===== config.mk =====
export PLATFORM = sky130hd
export DESIGN_NAME = cla_pipe_adder
export DESIGN_NICKNAME = d
export VERILOG_FILES = /design/src/rtl/cla_pipe_adder.sv
export SDC_FILE = /design/constraint.sdc
export NUM_CORES = 1
export LEC_CHECK = 0
export CORE_UTILIZATION = 45
export CTS_BUF_LIST = sky130_fd_sc_hd__clkbuf_8
export DETAILED_ROUTE_END_ITERATION = 8
export PLACE_DENSITY = 0.73
export SLEW_MARGIN = 5
export SYNTH_ARGS = -nofsm -noshare
export SYNTH_HDL_FRONTEND = slang
export SYNTH_SLANG_ARGS = --single-unit

===== constraint.sdc =====
create_clock -name clk -period 4.28 [get_ports clk]
set_input_delay 0.856 -clock clk [delete_from_list [all_inputs] [get_ports clk]]
set_output_delay 0.856 -clock clk [all_outputs]
set_load 0.1 [all_outputs]

===== src/rtl/cla_pipe_adder.sv =====
// Pipelined carry-lookahead adder/subtractor.
//
// The operand width is split into STAGES slices of SW = WIDTH/STAGES bits. Each slice is
// summed by GROUP-bit lookahead groups whose group carries chain combinationally inside
// the slice. The slice carry-out is registered and handed to the next stage. Upper operand
// slices that are not yet added travel forward in skew registers. Lower result slices
// travel forward too, so the whole sum lines up at the last stage. The result is one beat
// per clock at any width.
//
// Ports:
//   clk, rst              clock; asynchronous active-high reset
//   in_valid / in_ready   operand handshake (in_ready is combinational from out_ready)
//   a_in, b_in            operands
//   c_in, sub_in          carry/borrow in; 0 = add, 1 = subtract
//   out_valid / out_ready result handshake
//   sum_o, c_o, ovf_o     result, raw MSB carry-out (sub: 1 = no borrow), signed overflow
module cla_pipe_adder #(
  parameter int unsigned WIDTH  = 32,
  parameter int unsigned GROUP  = 4,
  parameter int unsigned STAGES = 2
) (
  input  logic             clk,
  input  logic             rst,
  input  logic             in_valid,
  output logic             in_ready,
  input  logic [WIDTH-1:0] a_in,
  input  logic [WIDTH-1:0] b_in,
  input  logic             c_in,
  input  logic             sub_in,
  output logic             out_valid,
  input  logic             out_ready,
  output logic [WIDTH-1:0] sum_o,
  output logic             c_o,
  output logic             ovf_o
);

  localparam int unsigned SW = WIDTH / STAGES;
  localparam int          NumGroups = int'(SW / GROUP);
  localparam int          GroupW    = int'(GROUP);

  // One lookahead group. Every carry is a flat sum-of-products of g/p and the group carry-in.
  // Returns {carry_out, sum}.
  function automatic logic [GROUP:0] cla_group(input logic [GROUP-1:0] a,
                                               input logic [GROUP-1:0] b,
                                               input logic             ci);
    logic [GROUP-1:0] g;
    logic [GROUP-1:0] p;
    logic [GROUP:0]   c;
    logic             term;
    g = a & b;
    p = a ^ b;
    c = '0;
    for (int i = 0; i <= GroupW; i++) begin
      term = ci;
      for (int m = 0; m < i; m++) term = term & p[m];
      c[i] = term;
      for (int j = 0; j < i; j++) begin
        term = g[j];
        for (int m = j + 1; m < i; m++) term = term & p[m];
        c[i] = c[i] | term;
      end
    end
    return {c[GROUP], p ^ c[GROUP-1:0]};
  endfunction

  // One slice: the lookahead groups chained on their group carry-outs. Returns {carry_out, sum}.
  function automatic logic [SW:0] cla_slice(input logic [SW-1:0] a,
                                            input logic [SW-1:0] b,
                                            input logic          ci);
    logic [SW-1:0]  s;
    logic           c;
    logic [GROUP:0] r;
    s = '0;
    c = ci;
    for (int n = 0; n < NumGroups; n++) begin
      r = cla_group(a[n*GroupW +: GROUP], b[n*GroupW +: GROUP], c);
      s[n*GroupW +: GROUP] = r[GROUP-1:0];
      c = r[GROUP];
    end
    return {c, s};
  endfunction

  logic             en;
  logic [WIDTH-1:0] b_eff;
  logic             c_eff;
  logic             ovf_q;

  // One global enable. A stalled output freezes every stage, bubbles included.
  assign en       = !out_valid || out_ready;
  assign in_ready = en;
  assign b_eff    = b_in ^ {WIDTH{sub_in}};
  assign c_eff    = c_in ^ sub_in;

  for (genvar k = 0; k < STAGES; k++) begin : g_stage
    localparam int unsigned Lo = k * SW;

    logic [WIDTH-1:Lo]   a_up;
    logic [WIDTH-1:Lo]   b_up;
    logic                ci;
    logic                vi;
    logic [Lo+SW-1:0]    sum_d;
    logic [SW:0]         res;
    logic                valid_q;
    logic                carry_q;
    logic [Lo+SW-1:0]    sum_q;

    if (k == 0) begin : g_src
      assign a_up  = a_in;
      assign b_up  = b_eff;
      assign ci    = c_eff;
      assign vi    = in_valid;
      assign sum_d = res[SW-1:0];
    end else begin : g_src
      assign a_up  = g_stage[k-1].g_skew.a_q;
      assign b_up  = g_stage[k-1].g_skew.b_q;
      assign ci    = g_stage[k-1].carry_q;
      assign vi    = g_stage[k-1].valid_q;
      assign sum_d = {res[SW-1:0], g_stage[k-1].sum_q};
    end

    assign res = cla_slice(a_up[Lo +: SW], b_up[Lo +: SW], ci);

    always_ff @(posedge clk or posedge rst) begin
      if (rst) begin
        valid_q <= 1'b0;
        carry_q <= 1'b0;
        sum_q   <= '0;
      end else if (en) begin
        valid_q <= vi;
        carry_q <= res[SW];
        sum_q   <= sum_d;
      end
    end

    // Operand bits above this slice, not yet added.
    if (k < STAGES - 1) begin : g_skew
      logic [WIDTH-1:Lo+SW] a_q;
      logic [WIDTH-1:Lo+SW] b_q;
      always_ff @(posedge clk or posedge rst) begin
        if (rst) begin
          a_q <= '0;
          b_q <= '0;
        end else if (en) begin
          a_q <= a_up[WIDTH-1:Lo+SW];
          b_q <= b_up[WIDTH-1:Lo+SW];
        end
      end
    end else begin : g_last
      // The carry into the MSB is recovered from a ^ b ^ sum at that bit.
      always_ff @(posedge clk or posedge rst) begin
        if (rst) begin
          ovf_q <= 1'b0;
        end else if (en) begin
          ovf_q <= a_up[WIDTH-1] ^ b_up[WIDTH-1] ^ res[SW-1] ^ res[SW];
        end
      end
    end
  end

  assign out_valid = g_stage[STAGES-1].valid_q;
  assign sum_o     = g_stage[STAGES-1].sum_q;
  assign c_o       = g_stage[STAGES-1].carry_q;
  assign ovf_o     = ovf_q;

endmodule


Word-level counts from Yosys, hierarchy flattened
Index checks and enable logic that the tools add are counted.
{ "word_totals": {"regBits": 85} }
{ "op_classes": {"n_reduce_logical": 2, "n_bitwise": 189} }
{ "op_table": {"columns": ["operator", "count"], "rows": [
  ["AND 1 bit", 80],
  ["OR 1 bit", 80],
  ["XOR 4 bit", 16],
  ["AND 4 bit", 8],
  ["XOR 32 bit", 1],
  ["XOR 1 bit", 4],
  ["logical NOT 1 bit", 1],
  ["logical OR 1 bit", 1]
]} }

Depth between registers and ports, before layout
Gate-level depths: netlist of run 1.
{ "depth": {"word_depth": 34, "ltp_mapped": 20, "ltp_nobuf": 18} }

Least setup slack after synthesis of run 1
OpenSTA, ideal clock, no wires.
{ "synth_path": {"kind": "in2reg", "start": "input sub_in", "end": "register g_stage[0].carry_q", "required_time_ns": 4.156, "path_buffers": 2, "setup_ns": 0.124, "path_slack_ns": -0.476, "t_arrival_ns": 4.632, "path_stages": 20, "path_cell_list": "buf_2 > buf_4 > xor2_1 > ha_1 > ha_1 > o211ai_1 > a21oi_1 > or2_2 > ha_1 > o211ai_1 > nand2_1 > a21o_1 > ha_1 > o211ai_1 > nand2_1 > a21o_1 > ha_1 > o211a_1 > o21a_1 > o31a_1"} }
{ "synth_between": {"elab_chain_cells": 34} }
{ "synth_rtl": {"columns": ["item", "line", "rtl"], "rows": [
  ["start, declared", "29", "input logic sub_in,"],
  ["XOR 32 bit", "91", "assign b_eff = b_in ^ {WIDTH{sub_in}};"],
  ["XOR 4 bit", "51", "p = a ^ b;"],
  ["AND 1 bit (4 in series)", "55", "for (int m = 0; m < i; m++) term = term & p[m];"],
  ["OR 1 bit (4 in series)", "60", "c[i] = c[i] | term;"],
  ["AND 1 bit (4 in series)", "55", null],
  ["OR 1 bit (4 in series)", "60", null],
  ["AND 1 bit (4 in series)", "55", null],
  ["OR 1 bit (4 in series)", "60", null],
  ["AND 1 bit (4 in series)", "55", null],
  ["OR 1 bit (3 in series)", "60", null],
  ["OR 1 bit (*)", "60", null],
  ["end signal, assigned", "130", "carry_q <= res[SW];"],
  ["end, declared", "104", "logic carry_q;"]
]} }
Mark *: on every way between the ends. The rest lies on a longest branch, timed or not.
A chain may end at the register's enable or synchronous reset.

Worst setup path in the final report of run 1
{ "layout_path": {"start": "input b_in[0]", "end": "register g_stage[0].carry_q"} }
{ "layout_between": {"elab_chain_cells": 34} }
{ "layout_rtl": {"columns": ["item", "line", "rtl"], "rows": [
  ["start, declared", "27", "input logic [WIDTH-1:0] b_in,"],
  ["XOR 32 bit (*)", "91", null],
  ["XOR 4 bit", "51", null],
  ["AND 1 bit (4 in series)", "55", null],
  ["OR 1 bit (*) (4 in series)", "60", null],
  ["AND 1 bit (*) (4 in series)", "55", null],
  ["OR 1 bit (*) (4 in series)", "60", null],
  ["AND 1 bit (*) (4 in series)", "55", null],
  ["OR 1 bit (*) (4 in series)", "60", null],
  ["AND 1 bit (*) (4 in series)", "55", null],
  ["OR 1 bit (*) (4 in series)", "60", null]
]} }
Marks and branches as above.

==> results of run 1 <==
[what timing repair did]
| item | CTS | global route |
|---|---|---|
| gates resized for setup | 6 | 19 |
| pin swaps | 15 | 31 |
| buffers inserted | 7 | 10 |
| endpoints found under the setup margin | 3 | 10 |
[critical path: cells and delay by family]
| family | cells | cell delay [ns] |
|---|---|---|
| AO/OA/AOI/OAI | 9 | 1.82 |
| XOR/XNOR | 1 | 0.17 |
| adder cells (fa/ha/maj) | 5 | 0.98 |
| buffers and inverters | 1 | 0.10 |
| AND/OR/NAND/NOR | 3 | 0.50 |
[state kept, by name, summed over array words and instances (netlist names)]
register,flops
ovf_o,1
g_stage.valid_q,1
out_valid,1
c_o,1
g_stage.carry_q,1
g_stage.g_skew.a_q,16
g_stage.sum_q,16
g_stage.g_skew.b_q,16
sum_o,32
[kinds of logic (layout without fill, tap and decap cells)]
kind of cell,after synthesis,in the layout
and+or+nand+nor,188,188
xor gates and xnor gates,41,41
adders and majority gates,48,48
buffers and inverters,41,166
AOI/OAI and AO/OA,91,91
DFF,85,85
[stage by stage]
| stage | TNS [ns] | cells | setup WS, ns |
|---|---|---|---|
| floorplan | -0.349 | 494 | -0.185 |
| global placement | -1.98 | 721 | -0.549 |
| detailed placement | -2.29 | 721 | -0.598 |
| CTS | 0 | 742 | 0.00443 |
| global route | -0.250 | 752 | -0.111 |
| finish | 0 | 752 | 0.0760 |
[area by class of cell]
| type | instances | area [sq um] |
|---|---|---|
| Clock buffer | 9 | 124 |
| Clock inverter | 5 | 71.3 |
| Fill cell | 832 | 3630 |
| Inverter | 18 | 68.8 |
| Multi-Input combinational cell | 368 | 2470 |
| Sequential cell | 85 | 2130 |
| Tap cell | 133 | 166 |
| Timing Repair Buffer | 134 | 1300 |
[cells in the mapped netlist]
master	instances
or4b_1	1
o21a_1	18
inv_1	18
and4b_1	2
buf_6	1
buf_4	2
o211a_1	2
o211ai_1	7
nor2_1	18
clkbuf_1	10
a211oi_1	6
or2_2	2
o21ai_0	20
a21oi_1	20
o31ai_1	10
nand4_1	4
o31a_1	2
nand2b_1	2
ha_1	40
buf_2	10
nor3_1	10
a21o_1	6
fa_1	8
dfrtp_1	85
nand2_1	141
xnor2_1	18
and2_1	2
nor3b_1	4
nor2b_4	1
nand3_1	1
xor2_1	23
[power breakdown]
group / leakage (uW) / internal (uW) / total, uW / switching (uW)
registers: 0.00100 / 1020 / 1150 / 129
clock network: 0.000109 / 316 / 580 / 263
logic: 0.00188 / 596 / 2010 / 1410
[per-layer routing]
layer	share of wire (%)	track usage, %	up-vias
met1	43	23.7	1745
met3	2.9	2.63	20
li1	-	-	1881
met4	2.7	8.98	0
met5	0	0	-
met2	52	35.5	69
[placed cells by master, fill, tap and decap left out, drive strengths merged, types with 18 or more instances in the layout]
master and count:
ha 40, dfrtp 85, a21oi 20, inv 20, o21ai 20, xor2 23, buf 32, o21a 18
nand2 141, nor2 18, clkdlybuf4s50 98, xnor2 18
[final timing paths]
path	startpoint	end	depth (start not counted)
worst max-delay path	b_in[0]	g_stage[0].carry_q	19
worst min-delay path	sum_o[11]	sum_o[11]	2
worst max register to register	g_stage[0].g_skew.b_q[16]	ovf_o	17
worst min register to register	sum_o[11]	sum_o[11]	2
max in group asynchronous	rst	out_valid	3
min in group asynchronous	rst	g_stage[0].sum_q[9]	2
==> summary.md, run 1 <==
| Metric | Value |
|---|---|
| Outcome | `completed` |
| CTS tree | `built` |
| Pwr dens | `just under 600 mW/mm^2` |
| Hold Fails Final Rpt | `0` |
| Worst hold path class | `register to register` |
| Final setup fails | `0` |
| Worst setup SP type | `input port` |
| Drt wl/cell | `about 14 um` |
| Final Max Slew Viols | `0` |
| Drt first pass iters | `4` |
| Slew HR | `about a third` |
| Inserted Diodes | `0` |
| CORE AREA | `0.00995 sq mm` |
| Worst setup EP type | `register` |
| Worst Path Max Fanout | `3` |
| Clock root cell | `clkbuf_8` |
| Largest net degree at the start of global routing | `approximately 100` |
| Highest cell delay on the worst timing path | `about 0.29 ns` |
| Leading area contributor after synthesis | `dfrtp_1` |
| Initial Util | `47.3%` |
| Top area cells in the synthesized netlist | `dfrtp_1, nand2_1, ha_1` |
| Nets | `about 730` |
| Die Ht | `between 100 and 150 um` |
| Syn avg cell area | `between 9 and 10 sq um` |
| Placement Rows | `36` |
| Max Root-Sink Buffers | `2` |
| Share of the synthesized area in the top cell type | `a little under half` |
| Max cap viols | `0` |
| Post-Synthesis Cell Area | `around 0.0047 sq mm` |
| Clock transition at the registers of the reported paths | `0.07 ns` |
| Gate Count Post-Synth | `a little under 500` |
| Initial drt markers | `approximately 130` |
| Synth cell types | `31` |
| Initial antenna violation count | `0` |
| WHS | `0.464 ns` |
| Syn-to-layout area delta | `34.4%` |
| Total via count in the routed design | `between 3000 and 4000` |
| Clock insertion delay at the later pin of the skew report | `0.35 ns` |
| Clock skew | `0.0141 ns` |
| Drt via density | `~4.9` |
| Seq/Total Area, Yosys | `roughly 45%` |
| Syn_nets | `approximately 600` |
| CP Class | `input port to register` |
| Placed cell areas | `around 0.0059 sq mm` |
| Unrepaired setup endpoints after global routing | `true` |
| Total power | `3740 uW` |
| Critical Path AT | `around 4.4 ns` |
| Synth Area in XOR/XNOR | `about 7.6%` |
| Max stage delay cell, worst path | `ha_1` |
| Worst-path cell chain | `buf_6 -> xor2_2 -> ha_1 -> ha_2 -> o211ai_1 -> a21oi_2 -> or2_4 -> ha_4 -> o211ai_1 -> nand2_1 -> a21o_1 -> ha_2 -> o211ai_1 -> nand2_1 -> a21o_1 -> ha_2 -> o211a_1 -> o21a_1 -> o31a_1` |
| Post-Synth Adder-Cell Area | `14.0%` |
| TritonCTS buffer count | `9` |
| Synthesized flop and latch total | `85` |
| Gpl congestion | `0.826` |
| Routed Antenna Nets | `0` |
| Die W | `104 um` |
| Dpl hpwl | `7240 um` |
| I/O pin count | `approximately 110` |
| First-pass GRT wire length | `between 15000 and 20000 um` |
| Hold-fix buffers, CTS | `0` |
| Fmax | `0.238 GHz` |
| Share of cells above drive strength 1 | `10.2%` |
| DRC viols | `0` |
| GRT Util Overall | `19.9%` |
| Fin area | `approximately 0.0063 sq mm` |
| Layout Utilization | `63.5%` |
| Critical Path RT | `approximately 4.5 ns` |
| Total die area | `0.0109 sq mm` |
| Grt total ovfl | `0` |
| Syn. warnings | `0` |
| VDD IR max | `between 0.3 and 0.4 mV` |
| Slew at the pin closest to its max-slew limit | `just over 1 ns` |
| Final WL | `about 10000 um` |
| Via count of the first global-routing pass | `between 3000 and 4000` |
| Tcrit/Tclk final | `98.2%` |
| Complex-gate fraction of the synthesized area | `between 10 and 15%` |
| Pleak | `roughly 0.0030 uW` |
| Simple-gate portion of the synthesized area | `roughly 17%` |
| Htree depth | `3` |
| Mux contribution to synthesized area | `0%` |
| R2R setup slack | `approximately 0.20 ns` |
| Tmin final | `approximately 4.2 ns` |
| Largest family of logic cells by synthesized area | `simple AND/OR/NAND/NOR gates` |
| Sink Count | `between 80 and 90` |
| Port Buffer Count | `105` |
Note: power is estimated with default switching activity, not from simulation.
==> run 2, diff against run 1 <==
--- a/config.mk
+++ b/config.mk
@@ -8,7 +8,7 @@
 export CORE_UTILIZATION = 45
 export CTS_BUF_LIST = sky130_fd_sc_hd__clkbuf_8
 export DETAILED_ROUTE_END_ITERATION = 8
-export PLACE_DENSITY = 0.73
+export DONT_BUFFER_PORTS = 1
 export SLEW_MARGIN = 5
 export SYNTH_ARGS = -nofsm -noshare
 export SYNTH_HDL_FRONTEND = slang
==> summary.md, run 2 (same netlist as run 1, synthesis figures left out) <==
| Metric | Value |
|---|---|
| Outcome | `completed` |
| First-pass GRT wire length | `about 16000 um` |
| Pleak | `around 0.0024 uW` |
| VDD IR max | `0.330 mV` |
| I/O pin count | `~110` |
| Final setup fails | `0` |
| Gpl congestion | `between 0.7 and 0.8` |
| Tcrit/Tclk final | `between 90 and 100%` |
| DRC viols | `0` |
| Initial antenna violation count | `0` |
| Reg-to-Reg Start | `g_stage[0].g_skew.a_q[16]` |
| Pwr dens | `658 mW/mm^2` |
| Drt first pass iters | `4` |
| Clock transition at the registers of the reported paths | `~0.08 ns` |
| Inserted Diodes | `0` |
| Worst setup EP type | `register` |
| Total die area | `around 0.011 sq mm` |
| Worst hold path class | `register to register` |
| RR Endpoint | `ovf_o` |
| Die W | `roughly 100 um` |
| Placement Rows | `36` |
| DP Cell Count | `612` |
| Final Max Slew Viols | `0` |
| R2R cell count | `17` |
| Critical Path AT | `4.31 ns` |
| WP depth | `17` |
| Non-Filler Instances | `between 600 and 700` |
| Clock insertion delay at the later pin of the skew report | `~0.35 ns` |
| TritonCTS buffer count | `9` |
| Hold depth | `2` |
| Largest register FFs | `32` |
| Total via count in the routed design | `around 3200` |
| CTS tree | `built` |
| Delay-heaviest family, CP | `compound AO/OA/AOI/OAI gates` |
| Die Ht | `104 um` |
| Slew at the pin closest to its max-slew limit | `about 0.96 ns` |
| Grt total ovfl | `0` |
| Worst Path Max Fanout | `4` |
| Sink Count | `85` |
| Final WL | `about 9200 um` |
| Drt via density | `approximately 5` |
| Critical Path RT | `4.55 ns` |
| Dpl hpwl | `~6600 um` |
| Clock root cell | `clkbuf_8` |
| Switching part of the total power | `between 50% and 60%` |
| Initial Util | `47.3%` |
| Worst setup SP type | `register` |
| Max Root-Sink Buffers | `2` |
| GRT Util Overall | `between 10% and 20%` |
| Htree depth | `3` |
| WP buf/inv | `0` |
| Via count of the first global-routing pass | `around 3400` |
| Max cap viols | `0` |
| WHS Endpoint | `g_stage[0].valid_q` |
| Share of cells above drive strength 1 | `7.65%` |
| Min-delay src | `g_stage[0].valid_q` |
| Fmax | `~0.25 GHz` |
| Seq pwr share | `a little over three fifths` |
| Port Buffer Count | `0` |
| Hold Fails Final Rpt | `0` |
| Highest cell delay on the worst timing path | `0.50 ns` |
| WHS | `~0.47 ns` |
| Nets | `a little over 600` |
| Syn-to-layout area delta | `7.87%` |
| Commonest cells after routing, fill and taps aside | `nand2_1, dfrtp_1, ha_1` |
| Routed Antenna Nets | `0` |
| Worst-path cell chain | `ha_1 -> ha_2 -> o211ai_1 -> nand2_1 -> a21o_1 -> ha_1 -> o211ai_1 -> nand2_1 -> a21o_1 -> ha_2 -> o211ai_1 -> a21oi_1 -> or2_4 -> ha_2 -> o211a_1 -> or4b_1 -> nand3_1` |
| Filler cells | `940` |
| Slew HR | `35.7%` |
| R2R setup slack | `0.24 ns` |
| Comb power frac | `between 10% and 20%` |
| Commonest non-fill, non-tap cell in the layout | `nand2_1` |
| P_sw | `roughly 1800 uW` |
| Largest net degree at the start of global routing | `between 100 and 150` |
| Clock power share | `17.3%` |
| CORE AREA | `0.00995 sq mm` |
| Unrepaired setup endpoints after global routing | `false` |
| Power Internal | `roughly 1600 uW` |
| Tmin final | `4.04 ns` |
| CP Class | `register to register` |
| Drt wl/cell | `roughly 15 um` |
| Initial drt markers | `between 100 and 150` |
| Max stage delay cell, worst path | `or4b_1` |
| Clock skew | `approximately 0.011 ns` |
==> run 2: how the worst max path moves through the flow <==
stage                                   start                  to
detailed placement                    b_in[0]  g_stage[0].carry_q
floorplan                              sub_in  g_stage[0].carry_q
global placement                      b_in[0]  g_stage[0].carry_q
CTS                 g_stage[0].g_skew.a_q[16]               ovf_o
finish              g_stage[0].g_skew.a_q[16]               ovf_o
global route                          b_in[0]  g_stage[0].carry_q
==> run 2: cell type report <==
cell class                 count  area (sq um)  share of cell area (%)
clock buffer                  10           138                    2.71
clock inverter                 6          62.6                    1.23
inverter                      18          70.1                    1.38
multi-input combinational    368          2440                    48.0
sequential                    85          2130                    41.9
tap                          133           166                    3.28
timing repair buffer          10          75.1                    1.48
==> run 2: through the flow <==
step | setup WS [ns] | total power (uW) | utilization, % | cell area (sq um) | setup TNS (ns)
2_1_floorplan | -0.185 | 2630 | - | 4750 | -0.349
3_3_place_gp | -0.0339 | 2750 | 48.7 | 4850 | -0.0339
3_5_place_dp | -0.0672 | 2780 | 48.7 | 4850 | -0.104
4_1_cts | 0.0836 | 3370 | 50.8 | 5050 | 0
5_1_grt | 0.0127 | 3530 | 51.0 | 5080 | 0
6_report | 0.241 | 3340 | 51.0 | 5080 | 0
==> run 2: layer usage <==
metal  part of all wire [%]  GRT usage (%)  up-vias
met3                    4.7           3.51       13
met1                     45           22.7     1507
met2                     49           30.7       69
met4                    1.6           6.63        0
met5                      0              0        -
li1                       -              -     1633
==> run 2: power by group through the flow <==
stage | sequential, uW | clock, uW | combinational, uW
6_report | 2100 | 578 | 659
3_3_place_gp | 2120 | 0 | 633
3_5_place_dp | 2130 | 0 | 659
2_1_floorplan | 2090 | 0 | 545
5_1_grt | 2130 | 629 | 766
4_1_cts | 2110 | 600 | 660
==> run 2: tightest hold or removal path, delay by kind of cell (launching register included) <==
| family | cells | cell delay [ns] |
|---|---|---|
| DFF | 1 | 0.35 |
| and+or+nand+nor | 2 | 0.10 |
==> run 2: what timing repair did <==
item | 4_1_cts | 5_1_grt
setup endpoints to repair | 0 | 3
hold buffers | 0 | 0
buffers inserted | 0 | 2
hold endpoints to repair | 0 | 0
resized for setup | 0 | 4
